==> src/rtl/debounce_channel.sv <==
// One debounced input: 2-flop synchroniser, polarity fix, stability counter,
// edge pulses and long-press hold/auto-repeat. Every output is a flop.
module debounce_channel #(
  parameter bit ACTIVE_LOW   = 1'b0,
  parameter int STABLE_TICKS = 20,
  parameter int HOLD_TICKS   = 1000,
  parameter int REPEAT_TICKS = 200,
  parameter int SCNT_W       = 5,
  parameter int HCNT_W       = 10
) (
  input  logic clk,
  input  logic reset,
  input  logic i_tick,
  input  logic i_raw,
  output logic o_level,
  output logic o_press,
  output logic o_release,
  output logic o_hold
);

  localparam logic [SCNT_W-1:0] SCNT_LAST = SCNT_W'(STABLE_TICKS - 1);
  localparam logic [HCNT_W-1:0] HOLD_LAST = HCNT_W'((HOLD_TICKS > 0) ? HOLD_TICKS - 1 : 0);
  localparam logic [HCNT_W-1:0] REP_LAST  = HCNT_W'((REPEAT_TICKS > 0) ? REPEAT_TICKS - 1 : 0);

  logic              sync1_q, sync2_q;
  logic [SCNT_W-1:0] scnt_q, scnt_d;
  logic [HCNT_W-1:0] hcnt_q, hcnt_d;
  logic              level_q, level_d;
  logic              press_q, press_d;
  logic              release_q, release_d;
  logic              hold_q, hold_d;
  logic              rep_q, rep_d;
  logic              logical;

  assign logical = sync2_q ^ ACTIVE_LOW;

  always_comb begin
    // NOTE: every variable gets a default first so no path leaves it unassigned (no latch).
    scnt_d    = scnt_q;
    level_d   = level_q;
    press_d   = 1'b0;
    release_d = 1'b0;
    hcnt_d    = hcnt_q;
    rep_d     = rep_q;
    hold_d    = 1'b0;

    if (i_tick) begin
      if (logical == level_q) begin
        scnt_d = '0;
      end else if (scnt_q == SCNT_LAST) begin
        scnt_d    = '0;
        level_d   = ~level_q;
        press_d   = logical;
        release_d = ~logical;
      end else begin
        scnt_d = scnt_q + 1'b1;
      end
    end

    // rep_q selects between the first-hold interval and the repeat interval.
    if (!level_q || release_d) begin
      hcnt_d = '0;
      rep_d  = 1'b0;
    end else if (i_tick && HOLD_TICKS != 0) begin
      if (!rep_q) begin
        if (hcnt_q == HOLD_LAST) begin
          hold_d = 1'b1;
          hcnt_d = '0;
          rep_d  = 1'b1;
        end else begin
          hcnt_d = hcnt_q + 1'b1;
        end
      end else if (REPEAT_TICKS != 0) begin
        if (hcnt_q == REP_LAST) begin
          hold_d = 1'b1;
          hcnt_d = '0;
        end else begin
          hcnt_d = hcnt_q + 1'b1;
        end
      end
    end
  end

  always_ff @(posedge clk) begin
    // NOTE: sequential state uses non-blocking assignment so all flops update from pre-edge values.
    if (reset) begin
      // NOTE: synchroniser resets to the inactive raw level so the logical value starts at 0.
      sync1_q   <= ACTIVE_LOW;
      sync2_q   <= ACTIVE_LOW;
      scnt_q    <= '0;
      hcnt_q    <= '0;
      level_q   <= 1'b0;
      press_q   <= 1'b0;
      release_q <= 1'b0;
      hold_q    <= 1'b0;
      rep_q     <= 1'b0;
    end else begin
      sync1_q   <= i_raw;
      sync2_q   <= sync1_q;
      scnt_q    <= scnt_d;
      hcnt_q    <= hcnt_d;
      level_q   <= level_d;
      press_q   <= press_d;
      release_q <= release_d;
      hold_q    <= hold_d;
      rep_q     <= rep_d;
    end
  end

  assign o_level   = level_q;
  assign o_press   = press_q;
  assign o_release = release_q;
  assign o_hold    = hold_q;

endmodule

==> src/rtl/debounce_bank.sv <==
// N-channel debouncer: one shared sample-tick prescaler feeding a bank of
// independent debounce_channel instances.
module debounce_bank #(
  parameter int                NUM_CH          = 14,
  parameter int                SAMPLE_DIV      = 50000,
  parameter int                STABLE_TICKS    = 20,
  parameter int                HOLD_TICKS      = 1000,
  parameter int                REPEAT_TICKS    = 200,
  parameter logic [NUM_CH-1:0] ACTIVE_LOW_MASK = 14'h3C00
) (
  input  logic              clk,
  input  logic              reset,
  input  logic [NUM_CH-1:0] i_raw,
  output logic [NUM_CH-1:0] o_level,
  output logic [NUM_CH-1:0] o_press,
  output logic [NUM_CH-1:0] o_release,
  output logic [NUM_CH-1:0] o_hold
);

  localparam int PCNT_W = (SAMPLE_DIV > 1) ? $clog2(SAMPLE_DIV) : 1;
  localparam int SCNT_W = (STABLE_TICKS > 1) ? $clog2(STABLE_TICKS) : 1;
  localparam int HMAX   = (HOLD_TICKS > REPEAT_TICKS) ? HOLD_TICKS : REPEAT_TICKS;
  localparam int HCNT_W = (HMAX > 1) ? $clog2(HMAX) : 1;
  localparam logic [PCNT_W-1:0] PCNT_LAST = PCNT_W'(SAMPLE_DIV - 1);

  logic [PCNT_W-1:0] pcnt_q, pcnt_d;
  logic              tick;

  assign tick   = (pcnt_q == PCNT_LAST);
  assign pcnt_d = tick ? '0 : pcnt_q + 1'b1;

  always_ff @(posedge clk) begin
    if (reset) pcnt_q <= '0;
    else       pcnt_q <= pcnt_d;
  end

  for (genvar g = 0; g < NUM_CH; g++) begin : g_ch
    debounce_channel #(
      .ACTIVE_LOW   (ACTIVE_LOW_MASK[g]),
      .STABLE_TICKS (STABLE_TICKS),
      .HOLD_TICKS   (HOLD_TICKS),
      .REPEAT_TICKS (REPEAT_TICKS),
      .SCNT_W       (SCNT_W),
      .HCNT_W       (HCNT_W)
    ) u_ch (
      .clk       (clk),
      .reset     (reset),
      .i_tick    (tick),
      .i_raw     (i_raw[g]),
      .o_level   (o_level[g]),
      .o_press   (o_press[g]),
      .o_release (o_release[g]),
      .o_hold    (o_hold[g])
    );
  end

endmodule
==> config.mk <==
export PLATFORM = sky130hd
export DESIGN_NAME = debounce_bank
export DESIGN_NICKNAME = d
export VERILOG_FILES = /design/src/rtl/debounce_channel.sv /design/src/rtl/debounce_bank.sv
export SDC_FILE = /design/constraint.sdc
export NUM_CORES = 1
export LEC_CHECK = 0
export ABC_AREA = 0
export ABC_CLOCK_PERIOD_IN_PS = 10300
export BUFFER_PORTS_ARGS = -buffer_cell sky130_fd_sc_hd__buf_2
export CAP_MARGIN = 0
export CORE_ASPECT_RATIO = 0.6
export CORE_MARGIN = 2
export CORE_UTILIZATION = 45
export CTS_CLUSTER_SIZE = 30
export DETAILED_ROUTE_END_ITERATION = 8
export PLACE_DENSITY_LB_ADDON = 0.1
export SLEW_MARGIN = 20
export SYNTH_ARGS = -nofsm -noshare
export SYNTH_HDL_FRONTEND = slang
export SYNTH_HIERARCHICAL = 1
export SYNTH_SLANG_ARGS = --single-unit
==> constraint.sdc <==
create_clock -name clk -period 10.3 [get_ports clk]
set_input_delay 2.06 -clock clk [delete_from_list [all_inputs] [get_ports clk]]
set_output_delay 2.06 -clock clk [all_outputs]
set_load 0.005 [all_outputs]
==> results.sh <==
export IMPL_outcome="completed"
export IMPL_synth_top_cell_area_share=0.433
export IMPL_cts_tree="built"
export IMPL_grt_pass1_vias=10800
export IMPL_overflow=0
export IMPL_synth_seq_area_share=0.433
export IMPL_ys_warn_count=6
export IMPL_yosysTopAreaCell="dfxtp_1"
export IMPL_syn2layout_area_growth_pct=12.4
export IMPL_die_area_mm2=0.0348
export IMPL_worstPathBufferInverterCount=1
export IMPL_crit_required_ps=10720
export IMPL_cts_clk_slew_worst_paths_ps=60
export IMPL_grt_max_degree=92
export IMPL_synth_edf_count=0
export IMPL_clock_skew_ps=14.0
export IMPL_slew_limit_headroom=0.461
export IMPL_dp_hpwl_um=20200
export IMPL_synthCells=1677
export IMPL_min_path_type="register to register"
export IMPL_period_share=0.337
export IMPL_drive_gt1_frac=0.119
export IMPL_die_h_um=145
export IMPL_max_cap_viol_count=0
export IMPL_synthTopCellsByArea="dfxtp_1 (43%), xnor2_1 (5.1%), nor2_1 (4.3%)"
export IMPL_slew_viol_final=0
export IMPL_start_kind="register"
export IMPL_cts_setup_buffers=0
export IMPL_cts_buffer_depth=3
export IMPL_final_cell_mix="dfxtp_1 (324), nor2_1 (170), nand2_1 (146), nor3_1 (126), xnor2_1 (87)"
export IMPL_intPower_mw=2.02
export IMPL_grt_use_total=0.175
export IMPL_critPathKind="register to register"
export IMPL_ys_flop_type="dfxtp_1"
export IMPL_wl_per_cell_um=13.6
export IMPL_synth_cell_type_count=52
export IMPL_io_buffer_count=71
export IMPL_antenna_left=0
export IMPL_max_freq_mhz=288
export IMPL_antenna_found_initial=0
export IMPL_synth_area_per_cell_um2=8.94
export IMPL_power_density_mw_per_mm2=150
export IMPL_stdcell_count=2211
export IMPL_grt_pass1_wl_um=52500
export IMPL_worst_path_max_fanout=91
export IMPL_hold_viol_final=0
export IMPL_layout_commonest_cell="dfxtp_1"
export IMPL_via_per_inst=5.27
export IMPL_pin_count=72
export IMPL_dieWidth_um=240
export IMPL_placementRows=51
export IMPL_placed_cells=2153
export IMPL_place_congestion=0.794
export IMPL_vias=11700
export IMPL_numCtsBuffers=34
export IMPL_combinationalPowerShare=0.010
export IMPL_syn_nets=1722
export IMPL_power_share_sequential=0.498
export IMPL_cp_slowest_stage_delay_ps=820
export IMPL_p_clk_frac=0.491
export IMPL_core_mm2=0.0326
export IMPL_synth_area_mm2=0.0150
export IMPL_crit_family="simple AND/OR/NAND/NOR gates"
export IMPL_diodes=0
export IMPL_start_util=0.460
export IMPL_reg2reg_from="pcnt_q[0]$_SDFF_PP0_"
export IMPL_async_flop_share=0
export IMPL_finalSetupViolCount=0
export IMPL_clock_latency_ps=510
export IMPL_critical_path_startpoint="pcnt_q[0]$_SDFF_PP0_"
export IMPL_hold_buffers=0
export IMPL_drt_wl_total_um=30000
export IMPL_switchingPower_mw=0.517
export IMPL_worstMarginPinSlew_ps=809
export IMPL_p_sw_frac=0.204
export IMPL_min_delay_start="g_ch[12].u_ch/sync1_q$_SDFF_PP1_"
export IMPL_clock_root_buffer="clkbuf_16"
export IMPL_h_tree_depth=2
export IMPL_leakagePower_nw=5.33
export IMPL_cts_resized=0
export IMPL_crit_chain="ha_1 -> nand4_2 -> and4b_4 -> buf_4 -> nand3_1 -> nor4_1 -> xnor2_1 -> nor3_1"
export IMPL_end_kind="register"
export IMPL_grt_setup_unrepaired="no"
export IMPL_crit_slowest_cell="and4b_4"
export IMPL_synth_seq_cells=324
export IMPL_drt_initial_drc_count=722
export IMPL_drtPass1Iterations=5
export IMPL_setup_tns_final_ps=0
export IMPL_arrival_ps=3890
export IMPL_clock_sinks=324
export IMPL_drc_errors=0
export IMPL_fin_nets=1784
export IMPL_peakVddDrop_v=0.000103
export IMPL_min_period_ps=3470
registers in the layout, summed over array words and instances (netlist names):
| name | flops |
|---|---|
| g_ch.u_ch/sync1_q | 14 |
| g_ch.u_ch/logical | 10 |
| g_ch.u_ch/o_hold | 14 |
| g_ch.u_ch/o_release | 14 |
| pcnt_q | 16 |
| g_ch.u_ch/o_level | 14 |
| g_ch.u_ch/sync2_q | 4 |
| g_ch.u_ch/scnt_q | 70 |
| g_ch.u_ch/hcnt_q | 140 |
| g_ch.u_ch/o_press | 14 |
| g_ch.u_ch/rep_q | 14 |
cell families after synthesis:
kind of cell | count (synthesis) | synth area share
buf+inv | 95 | 0.0264
xor+xnor | 144 | 0.0891
simple gates | 859 | 0.319
fa+ha+maj | 29 | 0.0242
flops | 324 | 0.433
compound gates | 202 | 0.0916
mux | 24 | 0.0169
path summary, 6_finish.rpt:
check,end,slack [ps],depth (start not counted)
setup / recovery,g_ch[3].u_ch/hcnt_q[9]$_SDFFE_PP0P_,6830,8
hold / removal,g_ch[12].u_ch/sync2_q$_SDFF_PP1_,410,1
setup reg to reg,g_ch[3].u_ch/hcnt_q[9]$_SDFFE_PP0P_,6830,8
hold reg to reg,g_ch[12].u_ch/sync2_q$_SDFF_PP1_,410,1
metrics by stage:
step	hold WS [ps]	instance area, um^2	power, mW	worst slack [ps]	utilization
after CTS	413	16900	2.58	6860	0.517
after global placement	392	15700	1.32	6460	0.482
after floorplan	389	15000	1.31	7000	-
after detailed placement	398	15700	1.32	6430	0.482
final	409	16900	2.54	6830	0.517
after global routing	420	16900	2.64	6470	0.517
synthesized netlist by cell type, types with 15 or more instances:
master    instances
a21o_1           20
a21oi_1          50
and3_1           22
and4b_1          15
buf_2            25
dfxtp_1         324
ha_1             29
inv_1            41
nand2_1         146
nand2b_1         54
nand3_1          81
nand4_1          27
nor2_1          170
nor2b_1          48
nor3_1          126
nor4_1           24
nor4bb_1         22
o21ai_0          36
or3_1            24
xnor2_1          87
xor2_1           47
metal layers:
metal / part of all wire / global-route usage / up-vias / wire length, um
met4: 0.014 / 0.0375 / 0 / 433
met2: 0.39 / 0.247 / 154 / 11700
li1: - / - / 6076 / -
met3: 0.034 / 0.0319 / 38 / 1030
met5: 0 / 0 / - / 0
met1: 0.56 / 0.273 / 5387 / 16800
layout make-up:
cell class	instances	area (um^2)
sequential	324	6490
clock inverter	7	114
clock buffer	51	1010
fill	3054	15800
tap	450	563
multi-input combinational	1258	8110
timing repair buffer	76	399
inverter	45	169
power groups by stage:
stage          clock network, mW  registers (mW)  logic (mW)
6_report                    1.25            1.26      0.0266
5_1_grt                     1.34            1.26      0.0298
4_1_cts                     1.29            1.26      0.0272
3_5_place_dp                   0            1.29      0.0271
3_3_place_gp                   0            1.29      0.0269
2_1_floorplan                  0            1.29      0.0177
No activity file was read; power rests on OpenSTA's default activity.
